===== src/rtl/pic_host_controller_if.sv =====
// ============================================================================
// pic_host_controller_if : PIC-side bus (strobes, A0, split data bus, INT)
// Revision: 1.0
// ============================================================================
`default_nettype none

interface pic_host_controller_if;
    logic       pic_int;
    logic       pic_cs_n;
    logic       pic_wr_n;
    logic       pic_rd_n;
    logic       pic_inta_n;
    logic       pic_a0;
    logic [7:0] pic_data_out;
    logic       pic_data_oe;
    logic [7:0] pic_data_in;

    modport master (
        input  pic_int, pic_data_in,
        output pic_cs_n, pic_wr_n, pic_rd_n, pic_inta_n, pic_a0,
               pic_data_out, pic_data_oe
    );

    modport slave (
        output pic_int, pic_data_in,
        input  pic_cs_n, pic_wr_n, pic_rd_n, pic_inta_n, pic_a0,
               pic_data_out, pic_data_oe
    );
endinterface

`default_nettype wire


===== src/rtl/pic_host_controller.sv =====
// ============================================================================
// pic_host_controller : host bus master for an 8259 PIC (init, OCW/status, INTA)
// Revision: 1.0
// ============================================================================
`default_nettype none

module pic_host_controller #(
    parameter int PULSE_W = 2,
    parameter int GAP_W   = 1
) (
    input  wire        clk,
    input  wire        reset,
    input  wire        init_start,
    input  wire  [7:0] icw1,
    input  wire  [7:0] icw2,
    input  wire  [7:0] icw3,
    input  wire  [7:0] icw4,
    input  wire        int_enable,
    input  wire        host_req,
    input  wire        host_rd,
    input  wire        host_a0,
    input  wire  [7:0] host_wdata,
    output logic       host_ack,
    output logic [7:0] host_rdata,
    output logic       init_done,
    output logic       busy,
    output logic [7:0] vector,
    output logic       vector_valid,
    pic_host_controller_if.master bus
);

    localparam int MAXC = (PULSE_W > GAP_W + 1) ? PULSE_W : GAP_W + 1;
    localparam int CW   = $clog2(MAXC + 1);

    typedef enum logic [2:0] {
        IDLE, SETUP, STROBE, HOLD, GAP, INTA1, INTA_GAP, INTA2
    } state_t;

    state_t          state, state_n;
    logic [CW-1:0]   cnt, cnt_n;
    logic [1:0]      step, step_n;
    logic            init_act, init_act_n, init_done_n;
    logic            acc_rd, acc_rd_n, acc_a0, acc_a0_n, acc_host, acc_host_n;
    logic [7:0]      acc_data, acc_data_n;
    logic [7:0]      icw1_r, icw2_r, icw3_r, icw4_r;
    logic [2:0]      ns;
    logic [7:0]      next_word;
    logic            finish;
    logic            last;
    logic            in_bus;

    assign last = (cnt == CW'(1));

    function automatic logic [CW-1:0] dur(input state_t s);
        case (s)
            STROBE, INTA1, INTA2: dur = CW'(PULSE_W);
            INTA_GAP:             dur = CW'(GAP_W + 1);
            GAP:                  dur = CW'(GAP_W);
            SETUP, HOLD:          dur = CW'(1);
            default:              dur = '0;
        endcase
    endfunction

    // {more words pending, index of next ICW}: ICW3 only in cascade, ICW4 only if requested
    function automatic logic [2:0] next_step(input logic [1:0] s, input logic [7:0] c1);
        case (s)
            2'd0:    next_step = 3'b1_01;
            2'd1:    next_step = !c1[1] ? 3'b1_10 : (c1[0] ? 3'b1_11 : 3'b0_00);
            2'd2:    next_step = c1[0] ? 3'b1_11 : 3'b0_00;
            default: next_step = 3'b0_00;
        endcase
    endfunction

    always_comb begin
        state_n     = state;
        step_n      = step;
        init_act_n  = init_act;
        init_done_n = init_done;
        acc_rd_n    = acc_rd;
        acc_a0_n    = acc_a0;
        acc_host_n  = acc_host;
        acc_data_n  = acc_data;
        finish      = 1'b0;
        ns          = next_step(step, icw1_r);
        case (ns[1:0])
            2'd1:    next_word = icw2_r;
            2'd2:    next_word = icw3_r;
            2'd3:    next_word = icw4_r;
            default: next_word = icw1_r | 8'h10;
        endcase

        case (state)
            IDLE: begin
                if (init_start) begin
                    state_n     = SETUP;
                    init_act_n  = 1'b1;
                    init_done_n = 1'b0;
                    step_n      = 2'd0;
                    acc_rd_n    = 1'b0;
                    acc_a0_n    = 1'b0;
                    acc_host_n  = 1'b0;
                    acc_data_n  = icw1 | 8'h10;
                end else if (bus.pic_int && int_enable && init_done) begin
                    state_n = INTA1;
                end else if (host_req && init_done) begin
                    state_n    = SETUP;
                    acc_rd_n   = host_rd;
                    acc_a0_n   = host_a0;
                    acc_host_n = 1'b1;
                    acc_data_n = host_wdata;
                end
            end
            SETUP:    state_n = STROBE;
            STROBE:   if (last) state_n = HOLD;
            HOLD:     if (GAP_W == 0) finish = 1'b1; else state_n = GAP;
            GAP:      if (last) finish = 1'b1;
            INTA1:    if (last) state_n = INTA_GAP;
            INTA_GAP: if (last) state_n = INTA2;
            INTA2:    if (last) state_n = (GAP_W == 0) ? IDLE : GAP;
            default:  state_n = IDLE;
        endcase

        // init writes chain straight into the next SETUP so arbitration cannot split them
        if (finish) begin
            if (init_act && ns[2]) begin
                state_n    = SETUP;
                step_n     = ns[1:0];
                acc_rd_n   = 1'b0;
                acc_a0_n   = 1'b1;
                acc_host_n = 1'b0;
                acc_data_n = next_word;
            end else begin
                state_n = IDLE;
                if (init_act) begin
                    init_act_n  = 1'b0;
                    init_done_n = 1'b1;
                end
            end
        end

        if (state_n == IDLE)       cnt_n = '0;
        else if (state_n != state) cnt_n = dur(state_n);
        else                       cnt_n = cnt - CW'(1);

        in_bus = (state_n == SETUP) || (state_n == STROBE) || (state_n == HOLD);
    end

    always_ff @(posedge clk or posedge reset) begin
        if (reset) begin
            state            <= IDLE;
            cnt              <= '0;
            step             <= 2'd0;
            init_act         <= 1'b0;
            init_done        <= 1'b0;
            acc_rd           <= 1'b0;
            acc_a0           <= 1'b0;
            acc_host         <= 1'b0;
            acc_data         <= 8'h00;
            icw1_r           <= 8'h00;
            icw2_r           <= 8'h00;
            icw3_r           <= 8'h00;
            icw4_r           <= 8'h00;
            bus.pic_cs_n     <= 1'b1;
            bus.pic_wr_n     <= 1'b1;
            bus.pic_rd_n     <= 1'b1;
            bus.pic_inta_n   <= 1'b1;
            bus.pic_a0       <= 1'b0;
            bus.pic_data_oe  <= 1'b0;
            bus.pic_data_out <= 8'h00;
            host_ack         <= 1'b0;
            host_rdata       <= 8'h00;
            vector           <= 8'h00;
            vector_valid     <= 1'b0;
            busy             <= 1'b0;
        end else begin
            state     <= state_n;
            cnt       <= cnt_n;
            step      <= step_n;
            init_act  <= init_act_n;
            init_done <= init_done_n;
            acc_rd    <= acc_rd_n;
            acc_a0    <= acc_a0_n;
            acc_host  <= acc_host_n;
            acc_data  <= acc_data_n;
            if (state == IDLE && init_start) begin
                icw1_r <= icw1;
                icw2_r <= icw2;
                icw3_r <= icw3;
                icw4_r <= icw4;
            end
            bus.pic_cs_n     <= !in_bus;
            bus.pic_wr_n     <= !((state_n == STROBE) && !acc_rd_n);
            bus.pic_rd_n     <= !((state_n == STROBE) && acc_rd_n);
            bus.pic_inta_n   <= !((state_n == INTA1) || (state_n == INTA2));
            bus.pic_a0       <= in_bus && acc_a0_n;
            bus.pic_data_oe  <= in_bus && !acc_rd_n;
            bus.pic_data_out <= (in_bus && !acc_rd_n) ? acc_data_n : 8'h00;
            host_ack         <= (state_n == HOLD) && acc_host_n;
            if (state == STROBE && last && acc_rd)
                host_rdata <= bus.pic_data_in;
            vector_valid     <= (state == INTA2) && last;
            if (state == INTA2 && last)
                vector <= bus.pic_data_in;
            busy             <= (state_n != IDLE);
        end
    end

endmodule

`default_nettype wire


===== src/flat_wrapper.sv =====
// flat-port wrapper written by rule: the top's interface ports become plain ports
module pic_host_controller_flat 
#(
    parameter int PULSE_W = 2,
    parameter int GAP_W   = 1
)
  (clk, reset, init_start, icw1, icw2, icw3, icw4, int_enable, host_req, host_rd, host_a0, host_wdata, host_ack, host_rdata, init_done, busy, vector, vector_valid, bus_pic_int, bus_pic_data_in, bus_pic_cs_n, bus_pic_wr_n, bus_pic_rd_n, bus_pic_inta_n, bus_pic_a0, bus_pic_data_out, bus_pic_data_oe);
  pic_host_controller_if bus_i ();
  input  wire clk;
  input  wire reset;
  input  wire init_start;
  input  wire  [7:0] icw1;
  input  wire  [7:0] icw2;
  input  wire  [7:0] icw3;
  input  wire  [7:0] icw4;
  input  wire int_enable;
  input  wire host_req;
  input  wire host_rd;
  input  wire host_a0;
  input  wire  [7:0] host_wdata;
  output logic host_ack;
  output logic [7:0] host_rdata;
  output logic init_done;
  output logic busy;
  output logic [7:0] vector;
  output logic vector_valid;
  input wire logic [$bits(bus_i.pic_int)-1:0] bus_pic_int;
  input wire logic [$bits(bus_i.pic_data_in)-1:0] bus_pic_data_in;
  output wire logic [$bits(bus_i.pic_cs_n)-1:0] bus_pic_cs_n;
  output wire logic [$bits(bus_i.pic_wr_n)-1:0] bus_pic_wr_n;
  output wire logic [$bits(bus_i.pic_rd_n)-1:0] bus_pic_rd_n;
  output wire logic [$bits(bus_i.pic_inta_n)-1:0] bus_pic_inta_n;
  output wire logic [$bits(bus_i.pic_a0)-1:0] bus_pic_a0;
  output wire logic [$bits(bus_i.pic_data_out)-1:0] bus_pic_data_out;
  output wire logic [$bits(bus_i.pic_data_oe)-1:0] bus_pic_data_oe;
  assign bus_i.pic_int = bus_pic_int;
  assign bus_i.pic_data_in = bus_pic_data_in;
  assign bus_pic_cs_n = bus_i.pic_cs_n;
  assign bus_pic_wr_n = bus_i.pic_wr_n;
  assign bus_pic_rd_n = bus_i.pic_rd_n;
  assign bus_pic_inta_n = bus_i.pic_inta_n;
  assign bus_pic_a0 = bus_i.pic_a0;
  assign bus_pic_data_out = bus_i.pic_data_out;
  assign bus_pic_data_oe = bus_i.pic_data_oe;
  pic_host_controller #(.PULSE_W(PULSE_W), .GAP_W(GAP_W)) u_core (.clk(clk), .reset(reset), .init_start(init_start), .icw1(icw1), .icw2(icw2), .icw3(icw3), .icw4(icw4), .int_enable(int_enable), .host_req(host_req), .host_rd(host_rd), .host_a0(host_a0), .host_wdata(host_wdata), .host_ack(host_ack), .host_rdata(host_rdata), .init_done(init_done), .busy(busy), .vector(vector), .vector_valid(vector_valid), .bus(bus_i));
endmodule

===== config.mk =====
export PLATFORM = sky130hd
export DESIGN_NAME = pic_host_controller_flat
export DESIGN_NICKNAME = d
export VERILOG_FILES = /design/src/rtl/pic_host_controller_if.sv /design/src/rtl/pic_host_controller.sv /design/src/flat_wrapper.sv
export SDC_FILE = /design/constraint.sdc
export NUM_CORES = 1
export LEC_CHECK = 0
export CAP_MARGIN = 0
export CORE_ASPECT_RATIO = 2
export CORE_MARGIN = 3
export CORE_UTILIZATION = 30
export DETAILED_ROUTE_END_ITERATION = 16
export SLEW_MARGIN = 25
export SYNTH_ARGS = -nofsm -noshare
export SYNTH_HDL_FRONTEND = slang
export SYNTH_SLANG_ARGS = --single-unit

===== constraint.sdc =====
create_clock -name clk -period 2.5 [get_ports clk]
set_input_delay 0.5 -clock clk [delete_from_list [all_inputs] [get_ports clk]]
set_output_delay 0.5 -clock clk [all_outputs]
set_load 0.01 [all_outputs]

==> results of run 1 <==
==> layer usage <==
metal	vias up	wire length [um]	part of all wire, %
met1	1408	3430	36
met3	15	395	4.1
met4	0	216	2.2
li1	1503	-	-
met5	-	0	0
met2	79	5600	58
==> worst min path at each step <==
stage | cells after the start | slack, ns | startpoint | end
detailed placement | 2 | 0.46 | u_core.icw3_r[5] | u_core.icw3_r[5]
floorplan | 2 | 0.45 | u_core.icw3_r[0] | u_core.icw3_r[0]
finish | 2 | 0.47 | u_core.icw2_r[1] | u_core.icw2_r[1]
global route | 2 | 0.50 | u_core.icw3_r[1] | u_core.icw3_r[1]
global placement | 2 | 0.46 | u_core.vector[0] | u_core.vector[0]
CTS | 2 | 0.48 | u_core.icw2_r[1] | u_core.icw2_r[1]
==> cells in the mapped netlist (3+ instances only) <==
cell type    n  share of area [%]
nand2_1    131                 13
dfrtp_1     75                 51
o21ai_0     17                2.3
inv_1       16                1.6
nor2_1      11                1.1
a21oi_1     10                1.4
a22oi_1      9                1.8
buf_2        9                1.2
mux2_2       9                2.8
clkbuf_1     7               0.72
a221oi_1     6                1.4
nand4_1      5               0.86
nor4_2       5                1.7
o2111a_1     5                1.5
o22ai_1      5               0.86
dfstp_2      4                2.9
nand2b_1     4               0.69
o211ai_1     4               0.82
buf_4        3               0.62
nor3b_1      3               0.62
o22a_1       3               0.72
==> flip-flops by register name, indices dropped and copies added, names as in the netlist, 3 cells and up <==
| name | count |
|---|---|
| u_core.acc_data | 8 |
| u_core.bus.pic_data_out | 8 |
| u_core.host_rdata | 8 |
| u_core.icw2_r | 8 |
| u_core.icw3_r | 8 |
| u_core.icw4_r | 8 |
| u_core.vector | 8 |
| u_core.state | 3 |
==> report_power, final <==
part           internal, W  switching (W)
logic              0.00122        0.00122
registers          0.00182       0.000322
clock network     0.000805       0.000517
==> metrics by stage <==
stage               worst slack, ns  util, %  cells  power (W)
floorplan                     0.605        -    383    0.00358
global placement              0.149     40.5    614    0.00454
detailed placement            0.149     40.5    614    0.00463
CTS                           0.323     43.1    630    0.00598
global route                  0.218     43.1    630    0.00634
finish                        0.318     43.1    630    0.00591
==> logic make-up after synthesis <==
family / after synthesis / synth area share (%)
multiplexers: 9 / 2.77
AND/OR/NAND/NOR: 176 / 22.2
buffers and inverters: 40 / 4.93
AO/OA/AOI/OAI: 75 / 14.7
adder cells (fa/ha/maj): 1 / 0.343
XOR/XNOR: 3 / 0.720
flip-flops: 79 / 54.3
==> critical path: stages (launching register included) <==
cell and delay [ns]:
dfrtp_1 0.50, or3_4 0.51, nor3_4 0.44, a22oi_1 0.13, o2111a_1 0.29, nor4_2 0.20
==> area by class of cell <==
type	count	share of cell area, %
flip-flops and latches	79	38.8
repair buffers	108	20.9
well taps	145	3.55
clock inverters	6	1.32
clock buffers	10	4.68
inverters	18	1.40
multi-input cells	264	29.3
==> metrics.csv, run 1 <==
metric,value,unit
outcome,"finished, final reports clean",
area post-placement,4800,um2
CTS Buffer Depth,2,
CP required,2.74,ns
Worst Reg-to-Reg Cells,5,
RSZ-0062 raised after global routing,no,
H-tree Lvls,3,
total core area,11800,um2
met3 usage,2.74,%
Syn Inst Count,383,
CTS sink count,79,
clock root cell,clkbuf_16,
max cap viols,0,
dpl hpwl,7480,um
# IOs,90,
fmax,458,MHz
final setup fails,0,
Worst setup EP type,flip-flop,
clk_lat worst skew,0.33,ns
postcts setup bufs,0,
vias per cell,4.77,
r2r endpoint,u_core.bus.pic_data_out[2],
GRT overflow,0,
area of the multi-input gates,1500,um2
Cell Rows,56,
worst vdd ir,0.482,mV
fin crit share,87.3,%
Total Routed Length,9650,um
Pleak,2.25,nW
Routability Congestion,0.825,
"Hold Violations, Final",0,
most frequent cells in the layout,"nand2_1 (131), clkdlybuf4s50_1 (88), dfrtp_1 (75), o21ai_0 (17), buf_4 (17)",
design area,5110,um2
n_diodes,0,
vias after detailed routing,3005,
Synth Register Bits,79,
Die X,84.0,um
Hold Slack,0.472,ns
Hold Buf Count CTS,0,
Worst Tran Pin Value,0.582,ns
DRC Markers,0,
yosys warns,0,
CP Launch Point,u_core.state[0],
mapped cell area,3650,um2
register area,1980,um2
first-pass GRT wire length,15900,um
Worst EP arrival,2.43,ns
CP Class,reg2reg,
post-route setup TNS,0,ns
number of flops mapped to enable cells by yosys,0,
initial cell density of the core,30.8,%
worst r2r src,u_core.state[0],
post-route ant nets,0,
post-synth net total,440,
Slew Limit Fails,0,
met1 Track Usage GR,14.5,%
First-pass DRT Iterations,6,
Die Footprint,13600,um2
initial antenna violation count,0,
met2 global-route usage,29.0,%
Tightest Hold Check Type,reg2reg,
share of cells above drive strength 1,13.4,%
PortBufs,88,
worst reg-to-reg setup slack,0.32,ns
Synth async-reset ratio,100,%
"Reg clk slew, reported paths",0.06,ns
TritonCTS Buffers,9,
largest net degree at the start of global routing,80,
clock tree from TritonCTS,yes,
initial drt markers,115,
vias in the first global route,3263,
CP Launch Type,flip-flop,
synth-to-layout area growth,39.8,%
most used routing layer,met2,
Pwr Density,1160,nW/um2
crit path to,u_core.bus.pic_data_out[2],
sequential cell area fraction in the yosys report,54.3,%
crit path time final,2.18,ns
"commonest non-fill, non-tap cell in the layout",nand2_1,
Synth Flop Type,dfrtp_1,
die height,162,um
Avg WL per Cell,15.3,um
Worst Path Max Fanout,11,
"Avg Cell Area, Syn",9.54,um2
Fillers,1172,
clock skew after layout,0.00537,ns
Slew HR,61.2,%
Synth cell types,54,
post-cts sizing count,0,
GRT Total Usage,14.7,%
NumNets Final,537,
Note: power is estimated with default switching activity, not from simulation.
==> run 2, diff against run 1 <==
Settings changed: CORE_UTILIZATION 30 to 44, PLACE_DENSITY from default to 0.75.
==> run 2 against run 1 <==
- cell area fell by 1.7%
- worst setup slack improved by 0.032 ns
- first-iteration DRC count rose by 74%
- clock power fell by 4%
- critical path type unchanged
- flip-flop and latch count did not move
- sequential power barely moved
- sequential share of layout area rose by 0.67 points
- via count rose by 3.6%
- power fell by 0.94%
- hold slack improved by 0.0050 ns
==> metrics.csv, run 2 (synthesis gave the netlist of run 1 again) <==
metric,value,unit,change
CP Launch Type,flip-flop,,
met2 global-route usage,36.6,%,+7.6 points
PortBufs,88,,unchanged
Buf/Inv on CP,0,,unchanged
TritonCTS Buffers,9,,unchanged
crit path time final,2.15,ns,-0.0317 ns
Slew HR,62.3,%,+1.1 points
Tightest Hold Check Type,reg2reg,,
"Largest stage delay, worst path",0.50,ns,about the same
worst r2r src,u_core.state[0],,
Routability Congestion,0.885,,+7.2%
Hold Slack,0.476,ns,+0.00495 ns
post-route setup TNS,0,ns,unchanged
combinational group share of total power,41.4,%,about the same
most used routing layer,met2,,
fmax,465,MHz,+1.5%
"slowest stage cell, crit path",or3_4,,
die height,135,um,-17%
GRT Total Usage,19.6,%,+4.9 points
most frequent cells in the layout,"nand2_1 (131), clkdlybuf4s50_1 (88), dfrtp_1 (75), buf_4 (18), o21ai_0 (17)",,
r2r endpoint,u_core.bus.pic_data_out[6],,
hold endpoint,u_core.icw3_r[2],,
n_diodes,0,,unchanged
CTS sink count,79,,unchanged
Worst setup EP type,flip-flop,,
max cap viols,0,,unchanged
initial cell density of the core,45.7,%,+15 points
postcts setup bufs,0,,unchanged
Worst EP arrival,2.37,ns,-0.06 ns
Slew Limit Fails,0,,unchanged
RSZ-0062 raised after global routing,no,,
clock tree from TritonCTS,yes,,
Hold Buf Count CTS,0,,unchanged
fin crit share,86.0,%,-1.3 points
WHS Path Cells,2,,unchanged
Die Footprint,9500,um2,-30%
NumNets Final,537,,unchanged
hold path startpoint,u_core.icw3_r[2],,
DRC Markers,0,,unchanged
initial antenna violation count,0,,unchanged
largest net degree at the start of global routing,80,,unchanged
met3 usage,3.28,%,+0.54 points
worst reg-to-reg setup slack,0.35,ns,+0.03 ns
"commonest non-fill, non-tap cell in the layout",nand2_1,,
dpl hpwl,6780,um,-9.4%
"Hold Violations, Final",0,,unchanged
# IOs,90,,unchanged
total core area,8000,um2,-32%
clock skew after layout,0.00725,ns,+0.00188 ns
internal power,0.00383,W,-0.51%
final setup fails,0,,unchanged
Worst Reg-to-Reg Cells,5,,unchanged
first-pass GRT wire length,14700,um,-7.6%
CTS Buffer Depth,2,,unchanged
Worst Path Max Fanout,11,,unchanged
H-tree Lvls,3,,unchanged
vias per cell,5.36,,+12%
synth-to-layout area growth,37.4,%,
CP cell instances,or3_4 > nor3_4 > a22oi_2 > o2111a_1 > nor4_2,,
outcome,"finished, final reports clean",,
Clock power frac,21.8,%,-0.6 points
post-cts sizing count,0,,unchanged
Avg WL per Cell,15.3,um,about the same
"Reg clk slew, reported paths",0.06,ns,about the same
vias in the first global route,3218,,-1.4%
Pleak,2.24,nW,-0.38%
clock root cell,clkbuf_16,,
Sw Ratio,34.6,%,-0.28 points
share of cells above drive strength 1,12.8,%,-0.62 points
Worst Tran Pin Value,0.566,ns,-0.0165 ns
CP required,2.72,ns,-0.02 ns
worst vdd ir,0.633,mV,+31%
Cell Rows,46,,-18%
initial drt markers,200,,+74%
post-route ant nets,0,,unchanged
Die X,70.4,um,-16%
met1 Track Usage GR,19.5,%,+5.0 points
"CP delay by family, top",simple AND/OR/NAND/NOR gates,,
Pwr Density,1170,nW/um2,+0.76%
First-pass DRT Iterations,4,,-2
clk_lat worst skew,0.33,ns,about the same
CP Class,reg2reg,,
vias after detailed routing,3112,,+3.6%
sequential power share,36.8,%,+0.5 points
NetSw,0.00202,W,-1.7%
Total Routed Length,8900,um,-7.8%
GRT overflow,0,,unchanged
-- run 2: cell types whose count changed in the layout (fill, tap and decap cells not counted), sizes merged --
| cell | change |
|---|---|
| clkbuf | +3 |
| inv | -2 |
| clkinv | +1 |
| clkinvlp | -2 |
-- run 2: power groups by stage --
stage               clock [W]  sequential, W  combinational (W)
finish                0.00127        0.00215            0.00242
global route          0.00134        0.00222            0.00268
CTS                   0.00129        0.00215            0.00245
detailed placement          0        0.00217            0.00243
global placement            0        0.00214            0.00234
floorplan                   0        0.00216            0.00143
-- run 2: layout make-up --
type	count	area, um2
fill	683	2980
sequential	79	1980
multi-input combinational	264	1500
timing repair buffer	108	1060
clock buffer	13	250
tap	96	120
inverter	18	71.3
clock inverter	3	43.8
-- run 2: how the worst max path moves through the flow --
| stage | start | to | depth (start not counted) |
|---|---|---|---|
| floorplan | u_core.cnt[1] | u_core.acc_data[0] | 9 |
| global placement | bus_pic_int | u_core.bus.pic_data_out[2] | 7 |
| detailed placement | int_enable | u_core.bus.pic_data_out[5] | 7 |
| CTS | u_core.state[0] | u_core.bus.pic_data_out[6] | 5 |
| global route | u_core.state[0] | u_core.bus.pic_data_out[6] | 5 |
| finish | u_core.state[0] | u_core.bus.pic_data_out[6] | 5 |
-- run 2: through the flow --
| step | setup slack, ns | cells | util [%] | area (um2) | power (W) |
|---|---|---|---|---|---|
| 3_3_place_gp | 0.139 | 565 | 59.1 | 4730 | 0.00448 |
| 5_1_grt | 0.226 | 581 | 62.7 | 5020 | 0.00625 |
| 6_report | 0.350 | 581 | 62.7 | 5020 | 0.00585 |
| 2_1_floorplan | 0.605 | 383 | - | 3660 | 0.00358 |
| 4_1_cts | 0.337 | 581 | 62.7 | 5020 | 0.00589 |
| 3_5_place_dp | 0.108 | 565 | 59.1 | 4730 | 0.00460 |
-- run 2: worst reg2reg max path: stages, from the launching register on --
cell	delay [ns]
dfrtp_1	0.47
or3_4	0.50
nor3_4	0.41
a22oi_2	0.09
o2111a_1	0.28
nor4_2	0.31
-- run 2: per-layer routing --
layer	wire, um	vias up
li1	-	1506
met1	3110	1477
met2	5060	104
met3	392	25
met4	338	0
met5	0	-
==> run 3, diff against run 2 <==
Settings changed: ABC_AREA from default to 1, CORE_UTILIZATION 44 to 46, CTS_BUF_LIST from default to sky130_fd_sc_hd__clkbuf_2, PLACE_DENSITY 0.75 to 0.78.
==> run 3 against run 2 <==
- die area shrank 2.9%
- sequential share of layout area increased by 1.9 points
- count of clock-buffer cells in the layout decreased by 3
- clock power fell by 41%
- flip-flop and latch count did not move
==> metrics.csv, run 3 <==
metric,value,unit,change
Sw Ratio,41.6,%,+7.0 points
postcts setup bufs,0,,unchanged
NumNets Final,571,,+6.3%
outcome,"finished, final reports clean",,
synth top area cells,"dfrtp_1 (51%), nand2_1 (14%), inv_1 (4.4%)",,
initial antenna violation count,0,,unchanged
Place WS,0.323,ns,+0.215 ns
WL met3,389,um,-0.77%
Total Routed Length,8730,um,-2.0%
vias per cell,5.09,,-4.9%
Synth area leader,dfrtp_1,,
RSZ-0062 raised after global routing,no,,
CTS Buffer Depth,2,,unchanged
First-pass DRT Iterations,4,,unchanged
sequential power share,38.5,%,+1.7 points
final core utilization,62.2,%,-0.59 points
CP required,2.00,ns,-0.72 ns
combinational group share of total power,48.4,%,+7.0 points
"Avg Cell Area, Syn",8.77,um2,-8.0%
Worst EP arrival,1.60,ns,-0.77 ns
most frequent cell after synthesis,nand2_1,,
internal power,0.00332,W,-13%
clock skew after layout,0.0166,ns,+0.00939 ns
Avg WL per Cell,14.2,um,-7.1%
clock root cell,clkbuf_2,,
Worst setup EP type,primary output,,
CP cell instances,clkdlybuf4s50_1,,
share of cells above drive strength 1,11.6,%,-1.2 points
Clock power frac,13.1,%,-8.7 points
Synth async-reset ratio,100,%,unchanged
Routability Congestion,0.877,,-0.85%
"Reg clk slew, reported paths",0.20,ns,+0.14 ns
first-pass GRT wire length,14700,um,+0.42%
post-synth net total,479,,+8.9%
Slew HR,56.5,%,-5.8 points
dpl hpwl,6850,um,+1.1%
Post-synth top cells,"nand2_1 (139), dfrtp_1 (75), inv_1 (43)",,
initial cell density of the core,48.0,%,+2.3 points
Hold Buf Count CTS,0,,unchanged
"Hold Violations, Final",0,,unchanged
CP Launch Type,flip-flop,,
Synth Flop Type,dfrtp_1,,
total core area,7710,um2,-3.6%
sequential cell area fraction in the yosys report,53.5,%,-0.72 points
total power,0.00569,W,-2.8%
number of flops mapped to enable cells by yosys,0,,unchanged
Pwr Density,1190,nW/um2,+1.8%
final worst slack,0.396,ns,+0.0463 ns
post-route ant nets,0,,unchanged
post-cts sizing count,0,,unchanged
fmax,475,MHz,+2.2%
GRT overflow,0,,unchanged
n_diodes,0,,unchanged
CP Class,reg2out,,
DR WL met2,4880,um,-3.6%
NetSw,0.00237,W,+17%
Die X,69.4,um,-1.4%
post-route setup TNS,0,ns,unchanged
Die Footprint,9220,um2,-2.9%
fin crit share,84.1,%,-1.9 points
vias in the first global route,3198,,-0.62%
most frequent cells in the layout,"nand2_1 (139), clkdlybuf4s50_1 (88), dfrtp_1 (75), inv_1 (42), nor2_1 (29)",,
# IOs,90,,unchanged
H-tree Lvls,3,,unchanged
Synth Register Bits,79,,unchanged
PortBufs,88,,unchanged
Worst Path Max Fanout,1,,-10
synth-to-layout area growth,29.5,%,
share of the synthesized area in the top cell type,50.7,%,-0.68 points
GRT Total Usage,20.1,%,+0.50 points
final setup fails,0,,unchanged
"CP delay by family, top",flip-flops,,
Buf/Inv on CP,1,,+1
CTS sink count,79,,unchanged
Pleak,2.32,nW,+3.8%
Synth cell types,39,,-28%
wl on met1,3080,um,-0.90%
die height,133,um,-1.5%
yosys warns,0,,unchanged
"Largest stage delay, worst path",0.55,ns,+0.05 ns
clk_lat worst skew,0.53,ns,+0.20 ns
clock tree from TritonCTS,yes,,
"slowest stage cell, crit path",dfstp_2,,
mapped cell area,3700,um2,+1.3%
"commonest non-fill, non-tap cell in the layout",nand2_1,,
Syn Inst Count,422,,+10%
Cell Rows,45,,-2.2%
Slew Limit Fails,0,,unchanged
largest net degree at the start of global routing,38,,-53%
worst vdd ir,0.514,mV,-19%
vias after detailed routing,3123,,+0.35%
crit path time final,2.10,ns,-0.0463 ns
TritonCTS Buffers,9,,unchanged
Worst Tran Pin Value,0.645,ns,+0.0797 ns
Tightest Hold Check Type,in2async,,
max cap viols,0,,unchanged
initial drt markers,146,,-27%
Highest Signal Layer,met4,,
DRC Markers,0,,unchanged
[run 3: cell types whose count changed after synthesis, moves of 5 or more]
cell and change:
nand2_1 +8, a22oi_1 -9, inv_1 +27, nand4_1 +5, mux2_2 -8, nand3_1 +12
a221oi_1 -6, nand2_4 +6, o2111a_1 -5, o21ai_1 +9, nor4_2 -5, nor2_1 +18
o2111ai_1 +6, nand2_2 +8
[run 3: final cells by class]
| class | count | area, um2 |
|---|---|---|
| fill | 684 | 2920 |
| sequential | 79 | 1980 |
| multi-input combinational | 280 | 1430 |
| timing repair buffer | 96 | 953 |
| inverter | 48 | 186 |
| tap | 94 | 118 |
| clock inverter | 6 | 76.3 |
| clock buffer | 10 | 50.0 |
[run 3: kinds of logic (layout without fill, tap and decap cells)]
| family | count (synthesis) | in the layout | share of synthesized area [%] |
|---|---|---|---|
| AND/OR/NAND/NOR | 216 | 216 | 27.2 |
| flip-flops | 79 | 79 | 53.5 |
| adder cells (fa/ha/maj) | 1 | 1 | 0.338 |
| multiplexers | 1 | 1 | 0.304 |
| AO/OA/AOI/OAI | 62 | 62 | 10.8 |
| buffers and inverters | 63 | 160 | 7.84 |
[run 3: worst paths after layout]
check | from | endpoint | slack, ns | cells after the start
min in group clk | icw3[2] | u_core.icw3_r[2] | 0.47 | 3
max | u_core.bus.pic_cs_n | bus_pic_cs_n | 0.40 | 1
max in group asynchronous | reset | u_core.acc_host | 1.52 | 3
min reg2reg | u_core.icw4_r[0] | u_core.icw4_r[0] | 0.51 | 2
max reg2reg | u_core.cnt[1] | u_core.cnt[0] | 0.53 | 12
min | reset | u_core.vector[5] | 0.38 | 2
[run 3: per-stage QoR]
step,hold slack (ns),area (um2),instances
final,0.378,4790,613
after global routing,0.387,4790,613
after CTS,0.373,4790,613
after detailed placement,0.468,4670,597
after global placement,0.463,4670,597
after floorplan,0.449,3700,422
[run 3: metal layers]
| layer | GRT usage [%] | vias up |
|---|---|---|
| met5 | 0 | - |
| met4 | 10.8 | 0 |
| met3 | 4.56 | 31 |
| met2 | 36.5 | 93 |
| met1 | 21.1 | 1461 |
| li1 | - | 1538 |
[run 3: power groups by stage]
stage          logic [W]  registers (W)  clock network (W)
5_1_grt          0.00309        0.00226           0.000815
3_5_place_dp     0.00277        0.00222                  0
3_3_place_gp     0.00266        0.00219                  0
4_1_cts          0.00279        0.00219           0.000758
6_report         0.00275        0.00219           0.000745
2_1_floorplan    0.00180        0.00221                  0
